## src/rtl/mem_access_stage.sv

```systemverilog
// mem_access_stage: RV32I memory-access stage.
// Holds the EX/MEM pipeline register and runs the data-memory request/ready/rvalid
// handshake. Loads are size-aligned and extended; stores get byte-lane enables.
// Ports:
//   clk, rst                        clock, synchronous active-high reset
//   ex_*                            instruction from EX (held while mem_stall=1)
//   mem_stall                       upstream hold, high whenever an access is in flight
//   dmem_req/we/addr/wdata/be       data-memory request (held until dmem_ready)
//   dmem_ready/rdata/rvalid         data-memory accept and read return
//   wb_valid/rd/reg_write/data      registered write-back result to MEM/WB
//   access_err                      pulse with wb_valid on a misaligned or illegal access
module mem_access_stage #(
    parameter int unsigned ADDR_WIDTH     = 32,
    parameter int unsigned REG_ADDR_WIDTH = 5
) (
    input  logic                      clk,
    input  logic                      rst,
    input  logic                      ex_valid,
    input  logic [31:0]               ex_alu_result,
    input  logic [31:0]               ex_store_data,
    input  logic                      ex_mem_read,
    input  logic                      ex_mem_write,
    input  logic [2:0]                ex_funct3,
    input  logic [REG_ADDR_WIDTH-1:0] ex_rd,
    input  logic                      ex_reg_write,
    output logic                      mem_stall,
    output logic                      dmem_req,
    output logic                      dmem_we,
    output logic [ADDR_WIDTH-1:0]     dmem_addr,
    output logic [31:0]               dmem_wdata,
    output logic [3:0]                dmem_be,
    input  logic                      dmem_ready,
    input  logic [31:0]               dmem_rdata,
    input  logic                      dmem_rvalid,
    output logic                      wb_valid,
    output logic [REG_ADDR_WIDTH-1:0] wb_rd,
    output logic                      wb_reg_write,
    output logic [31:0]               wb_data,
    output logic                      access_err
);

    localparam int unsigned XLEN = 32;

    typedef enum logic [1:0] {
        IDLE       = 2'd0,
        ACCESS     = 2'd1,
        WAIT_RDATA = 2'd2
    } state_e;

    state_e                    state_q, state_d;
    logic                      req_q, req_d;
    logic                      we_q, we_d;
    logic [ADDR_WIDTH-1:0]     addr_q, addr_d;
    logic [3:0]                be_q, be_d;
    logic [XLEN-1:0]           wdata_q, wdata_d;
    logic [2:0]                f3_q, f3_d;
    logic [REG_ADDR_WIDTH-1:0] rd_q, rd_d;
    logic                      rw_q, rw_d;
    logic                      wb_valid_q, wb_valid_d;
    logic [REG_ADDR_WIDTH-1:0] wb_rd_q, wb_rd_d;
    logic                      wb_rw_q, wb_rw_d;
    logic [XLEN-1:0]           wb_data_q, wb_data_d;
    logic                      err_q, err_d;

    logic            is_mem;
    logic [1:0]      ex_off;
    logic            illegal;
    logic            misaligned;
    logic [3:0]      st_be;
    logic [XLEN-1:0] st_wdata;
    logic [XLEN-1:0] rdata_sh;
    logic [XLEN-1:0] ld_data;

    assign is_mem = ex_mem_read | ex_mem_write;
    assign ex_off = ex_alu_result[1:0];

    // Loads allow B/H/W and BU/HU; stores allow only B/H/W.
    assign illegal = ex_mem_read ? ((ex_funct3 == 3'b011) || (ex_funct3 == 3'b110) || (ex_funct3 == 3'b111))
                                 : (ex_funct3[2] || (ex_funct3[1:0] == 2'b11));
    assign misaligned = ((ex_funct3[1:0] == 2'b01) && ex_off[0]) ||
                        ((ex_funct3[1:0] == 2'b10) && (ex_off != 2'b00));

    // Store lanes: enables shifted to the byte offset, data replicated across lanes.
    always_comb begin
        st_be    = 4'b1111;
        st_wdata = ex_store_data;
        case (ex_funct3[1:0])
            2'b00: begin
                st_be    = 4'b0001 << ex_off;
                st_wdata = {4{ex_store_data[7:0]}};
            end
            2'b01: begin
                st_be    = 4'b0011 << ex_off;
                st_wdata = {2{ex_store_data[15:0]}};
            end
            default: begin
                st_be    = 4'b1111;
                st_wdata = ex_store_data;
            end
        endcase
    end

    // Load extract: bring the addressed byte/halfword down to bit 0, then extend.
    assign rdata_sh = dmem_rdata >> {addr_q[1:0], 3'b000};

    always_comb begin
        ld_data = dmem_rdata;
        case (f3_q)
            3'b000:  ld_data = {{24{rdata_sh[7]}}, rdata_sh[7:0]};
            3'b001:  ld_data = {{16{rdata_sh[15]}}, rdata_sh[15:0]};
            3'b100:  ld_data = {24'd0, rdata_sh[7:0]};
            3'b101:  ld_data = {16'd0, rdata_sh[15:0]};
            default: ld_data = dmem_rdata;
        endcase
    end

    // Next-state and next-output logic.
    always_comb begin
        state_d    = state_q;
        req_d      = req_q;
        we_d       = we_q;
        addr_d     = addr_q;
        be_d       = be_q;
        wdata_d    = wdata_q;
        f3_d       = f3_q;
        rd_d       = rd_q;
        rw_d       = rw_q;
        wb_valid_d = 1'b0;
        err_d      = 1'b0;
        wb_rd_d    = wb_rd_q;
        wb_rw_d    = wb_rw_q;
        wb_data_d  = wb_data_q;

        case (state_q)
            IDLE: begin
                if (ex_valid) begin
                    if (!is_mem) begin
                        wb_valid_d = 1'b1;
                        wb_data_d  = ex_alu_result;
                        wb_rd_d    = ex_rd;
                        wb_rw_d    = ex_reg_write;
                    end else if (illegal || misaligned) begin
                        wb_valid_d = 1'b1;
                        err_d      = 1'b1;
                        wb_rd_d    = ex_rd;
                        wb_rw_d    = 1'b0;
                    end else begin
                        state_d = ACCESS;
                        req_d   = 1'b1;
                        we_d    = ex_mem_write;
                        addr_d  = ADDR_WIDTH'(ex_alu_result);
                        f3_d    = ex_funct3;
                        rd_d    = ex_rd;
                        rw_d    = ex_reg_write;
                        be_d    = ex_mem_write ? st_be : 4'b1111;
                        wdata_d = ex_mem_write ? st_wdata : '0;
                    end
                end
            end
            ACCESS: begin
                if (dmem_ready) begin
                    req_d = 1'b0;
                    if (we_q) begin
                        state_d    = IDLE;
                        wb_valid_d = 1'b1;
                        wb_rd_d    = rd_q;
                        wb_rw_d    = 1'b0;
                    end else begin
                        state_d = WAIT_RDATA;
                    end
                end
            end
            WAIT_RDATA: begin
                if (dmem_rvalid) begin
                    state_d    = IDLE;
                    wb_valid_d = 1'b1;
                    wb_data_d  = ld_data;
                    wb_rd_d    = rd_q;
                    wb_rw_d    = rw_q;
                end
            end
            default: state_d = IDLE;
        endcase
    end

    // State and output registers; reset drops any outstanding request.
    always_ff @(posedge clk) begin
        if (rst) begin
            state_q    <= IDLE;
            req_q      <= 1'b0;
            we_q       <= 1'b0;
            addr_q     <= '0;
            be_q       <= '0;
            wdata_q    <= '0;
            f3_q       <= '0;
            rd_q       <= '0;
            rw_q       <= 1'b0;
            wb_valid_q <= 1'b0;
            wb_rd_q    <= '0;
            wb_rw_q    <= 1'b0;
            wb_data_q  <= '0;
            err_q      <= 1'b0;
        end else begin
            state_q    <= state_d;
            req_q      <= req_d;
            we_q       <= we_d;
            addr_q     <= addr_d;
            be_q       <= be_d;
            wdata_q    <= wdata_d;
            f3_q       <= f3_d;
            rd_q       <= rd_d;
            rw_q       <= rw_d;
            wb_valid_q <= wb_valid_d;
            wb_rd_q    <= wb_rd_d;
            wb_rw_q    <= wb_rw_d;
            wb_data_q  <= wb_data_d;
            err_q      <= err_d;
        end
    end

    assign mem_stall    = (state_q != IDLE);
    assign dmem_req     = req_q;
    assign dmem_we      = we_q;
    assign dmem_addr    = {addr_q[ADDR_WIDTH-1:2], 2'b00};
    assign dmem_wdata   = wdata_q;
    assign dmem_be      = be_q;
    assign wb_valid     = wb_valid_q;
    assign wb_rd        = wb_rd_q;
    assign wb_reg_write = wb_rw_q;
    assign wb_data      = wb_data_q;
    assign access_err   = err_q;

endmodule

```

## config.mk

```make
export PLATFORM = sky130hd
export DESIGN_NAME = mem_access_stage
export DESIGN_NICKNAME = d
export VERILOG_FILES = /design/src/rtl/mem_access_stage.sv
export SDC_FILE = /design/constraint.sdc
export NUM_CORES = 1
export LEC_CHECK = 0
export CAP_MARGIN = 0
export CORE_MARGIN = 4
export CORE_UTILIZATION = 50
export CTS_BUF_LIST = sky130_fd_sc_hd__clkbuf_8
export DETAILED_ROUTE_END_ITERATION = 10
export PLACE_DENSITY = 0.95
export SYNTH_ARGS = -nofsm -noshare
export SYNTH_HDL_FRONTEND = slang
export SYNTH_SLANG_ARGS = --single-unit
```

## constraint.sdc

```tcl
create_clock -name clk -period 4.1 [get_ports clk]
set_input_delay 0.82 -clock clk [delete_from_list [all_inputs] [get_ports clk]]
set_output_delay 0.82 -clock clk [all_outputs]
set_load 0.1 [all_outputs]
```

==> metrics.md <==
| Metric | Value |
|---|---|
| Final Max Tran Viols | `0` |
| Post-DP Area | `0.00797 mm²` |
| Cells after Synth | `716` |
| R2r worst-path depth | `8` |
| HP Start | `addr_q[8]$_SDFFE_PP0P_` |
| ANT cells | `0` |
| Post-CTS Resized | `0` |
| I/O Pins | `223` |
| Post-synth EDFFs | `0` |
| Critical path origin | `ex_mem_write` |
| Yosys reg bits | `121` |
| Crit path kind | `in -> reg` |
| Most common cell in the synthesized netlist | `nand2_1` |
| Clock root buffer | `clkbuf_8` |
| Number of global-route vias before repair | `6009` |
| FF/Latch Area | `0.00242 mm²` |
| Critical Path Fanout Max | `24` |
| Clock buffer depth | `2` |
| Non-Filler Instances | `1035` |
| Critical path capture point | `addr_q[19]$_SDFFE_PP0P_` |
| Mux cell area share after synthesis | `0.0608` |
| Post-synth cell types | `55` |
| Initial antenna violation count | `0` |
| Least-Margin Pin Slew | `1.11 ns` |
| CTS tree | `yes` |
| Min-delay worst type | `reg -> reg` |
| Worst r2r src | `state_q[1]$_SDFFE_PP0P_` |
| Postcts setup bufs | `0` |
| Wire length per cell | `19.0 µm` |
| Clk_lat worst skew | `0.46 ns` |
| Pin count of the biggest net entering global routing | `66` |
| Pwr dens | `423 mW/mm²` |
| First DRT Iteration DRCs | `700` |
| Synth Flop Type | `dfxtp_1` |
| Final #Nets | `995` |
| Largest family of logic cells by synthesized area | `compound AO/OA/AOI/OAI gates` |
| Congestion Overflow GR | `0` |
| XOR/XNOR share of the synthesized area | `0` |
| DR vias/cell | `5.78` |
| # clock sinks | `121` |
| Hold Violations, Final | `0` |
| Setup TNS | `0 ns` |
| Period utilisation layout | `0.718` |
| Compound-gate portion of the synthesized area | `0.265` |
| Setup violations, final | `0` |
| Max VDD drop | `0.000244 V` |
| DRT antenna net count | `0` |
| Clock transition at path regs | `0.08 ns` |
| Final instance area | `0.00848 mm²` |
| Worst hold slack | `0.454 ns` |
| Simple-gate area share of the yosys netlist | `0.170` |
| Mapped cell area | `0.00599 mm²` |
| Placed Instances | `1003` |
| Max_cap viols | `0` |
| I/O Buffers | `220` |
| CTS Hold Bufs | `0` |
| Post-synthesis sequential area ratio | `0.405` |
| DRC viols | `0` |
| Status | `complete, no violations` |
| Die height | `117 µm` |
| Startpoint Class | `primary input` |
| Cell accounting for the most synthesized area | `dfxtp_1` |
| Post-Syn Area per Cell | `8.36 µm²` |
| WP data required | `4.48 ns` |
| Leak | `2.98 nW` |
| GP Congestion | `0.882` |
| DP HPWL | `14.4 mm` |
| Flop2flop setup slack | `1.26 ns` |
| Critical path capture point type | `flop` |
| Core area | `0.0116 mm²` |
| Post-Route WL | `19.7 mm` |
| Synth cell count leaders | `140 x nand2_1, 121 x dfxtp_1, 66 x a21oi_1, 63 x nor2_1, 43 x clkbuf_1` |
| Die X | `117 µm` |
| Worst R2R End | `wb_data[11]$_SDFFE_PP0P_` |
| Top cells by area, synth | `dfxtp_1 40%, nand2_1 8.8%, a21oi_1 5.5%` |
| Share of cells above drive strength 1 | `0.0684` |
| Routed vias | `5981` |
| Pre-CTS WS | `0.692 ns` |
| Initial Util | `0.518` |
| Synth warn | `0` |
| Top cell type's share of synthesized area | `0.405` |
| Core Rows | `39` |
| Tmin final | `2.95 ns` |
| First-pass GRT wire length | `31.3 mm` |
| Area of the multi-input gates | `0.00304 mm²` |
| Final WS setup | `1.15 ns` |
| Die Area | `0.0138 mm²` |
| Asr flop ratio synth | `0` |
| Synthesis-to-layout area growth | `41.6%` |
| First-pass DRT Iterations | `5` |
| H-Tree Depth | `4` |
| Relative slew slack | `0.258` |
| Adder-cell share of the synthesized area | `0.00836` |
| WP data arrival | `3.32 ns` |
| GR Util All Layers | `0.282` |
| Setup Skew | `0.0123 ns` |
| Max Freq | `0.340 GHz` |
| Number of fill cells | `823` |
| CTS buffer count | `17` |
| RSZ-0062 raised after global routing | `no` |
==> worst min path at each step <==
stage,to,slack (ns),depth (start not counted)
3_5_place_dp,addr_q[8]$_SDFFE_PP0P_,0.45,2
5_1_grt,rd_q[4]$_SDFFE_PP0P_,0.47,2
3_3_place_gp,addr_q[11]$_SDFFE_PP0P_,0.44,2
6_report,addr_q[8]$_SDFFE_PP0P_,0.45,2
4_1_cts,addr_q[8]$_SDFFE_PP0P_,0.46,2
2_1_floorplan,rw_q$_SDFFE_PP0P_,0.44,2
==> routing by layer <==
metal / track usage / vias up / share of wire
li1: - / 2819 / -
met1: 0.323 / 2741 / 0.39
met2: 0.466 / 359 / 0.47
met3: 0.102 / 62 / 0.10
met4: 0.139 / 0 / 0.042
met5: 0 / - / 0
==> layout make-up <==
type / instances / share of cell area
Sequential cell: 121 / 0.286
Timing Repair Buffer: 230 / 0.268
Inverter: 14 / 0.00620
Clock inverter: 13 / 0.0292
Clock buffer: 19 / 0.0308
Tap cell: 143 / 0.0211
Multi-Input combinational cell: 495 / 0.359
==> placed cells by master, fill, tap and decap left out, types with 8 or more instances in the layout <==
| master | instances |
|---|---|
| nand3_1 | 9 |
| mux2i_1 | 33 |
| o221ai_1 | 8 |
| dfxtp_1 | 121 |
| nor2_1 | 62 |
| buf_4 | 12 |
| o2bb2ai_1 | 16 |
| nand2b_1 | 14 |
| a21oi_1 | 66 |
| inv_1 | 15 |
| o21ai_0 | 31 |
| nand2_1 | 140 |
| a22o_1 | 16 |
| clkdlybuf4s50_1 | 218 |
| o22ai_1 | 9 |
| clkbuf_8 | 19 |
| a31oi_1 | 13 |
| a2111oi_4 | 10 |
==> state kept, by name, indices dropped and copies added (netlist names), 2 cells and up <==
signal / count
state_q: 2
dmem_be: 4
addr_q: 32
wb_rd: 5
dmem_wdata: 32
rd_q: 5
wb_data: 32
f3_q: 3
==> cell families (layout without fill, tap and decap cells) <==
logic type / after synthesis / after routing
and+or+nand+nor: 246 / 246
AOI/OAI and AO/OA: 207 / 207
DFF: 121 / 121
buffers and inverters: 101 / 276
muxes: 36 / 36
adders and majority gates: 4 / 4
other: 1 / 2
==> power by group <==
group / internal [mW] / leakage [nW] / switching [mW] / total [mW]
logic: 0.284 / 1.74 / 0.651 / 0.935
clock network: 0.876 / 0.259 / 0.500 / 1.38
registers: 1.23 / 0.985 / 0.0435 / 1.28
total: 2.39 / 2.98 / 1.19 / 3.59
==> critical path, stage by stage <==
cell             delay, ns
clkdlybuf4s50_1       0.57
nor2b_1               0.21
o21ai_1               0.35
a21o_1                0.66
buf_4                 0.42
nand2_1               0.10
a21oi_1               0.18
==> per-stage QoR <==
step	utilization	total power [mW]
final	0.733	3.59
after global routing	0.733	3.70
after CTS	0.733	3.59
after detailed placement	0.689	2.23
after global placement	0.689	2.22
after floorplan	-	1.95
Power figures use the tool's default switching activity.
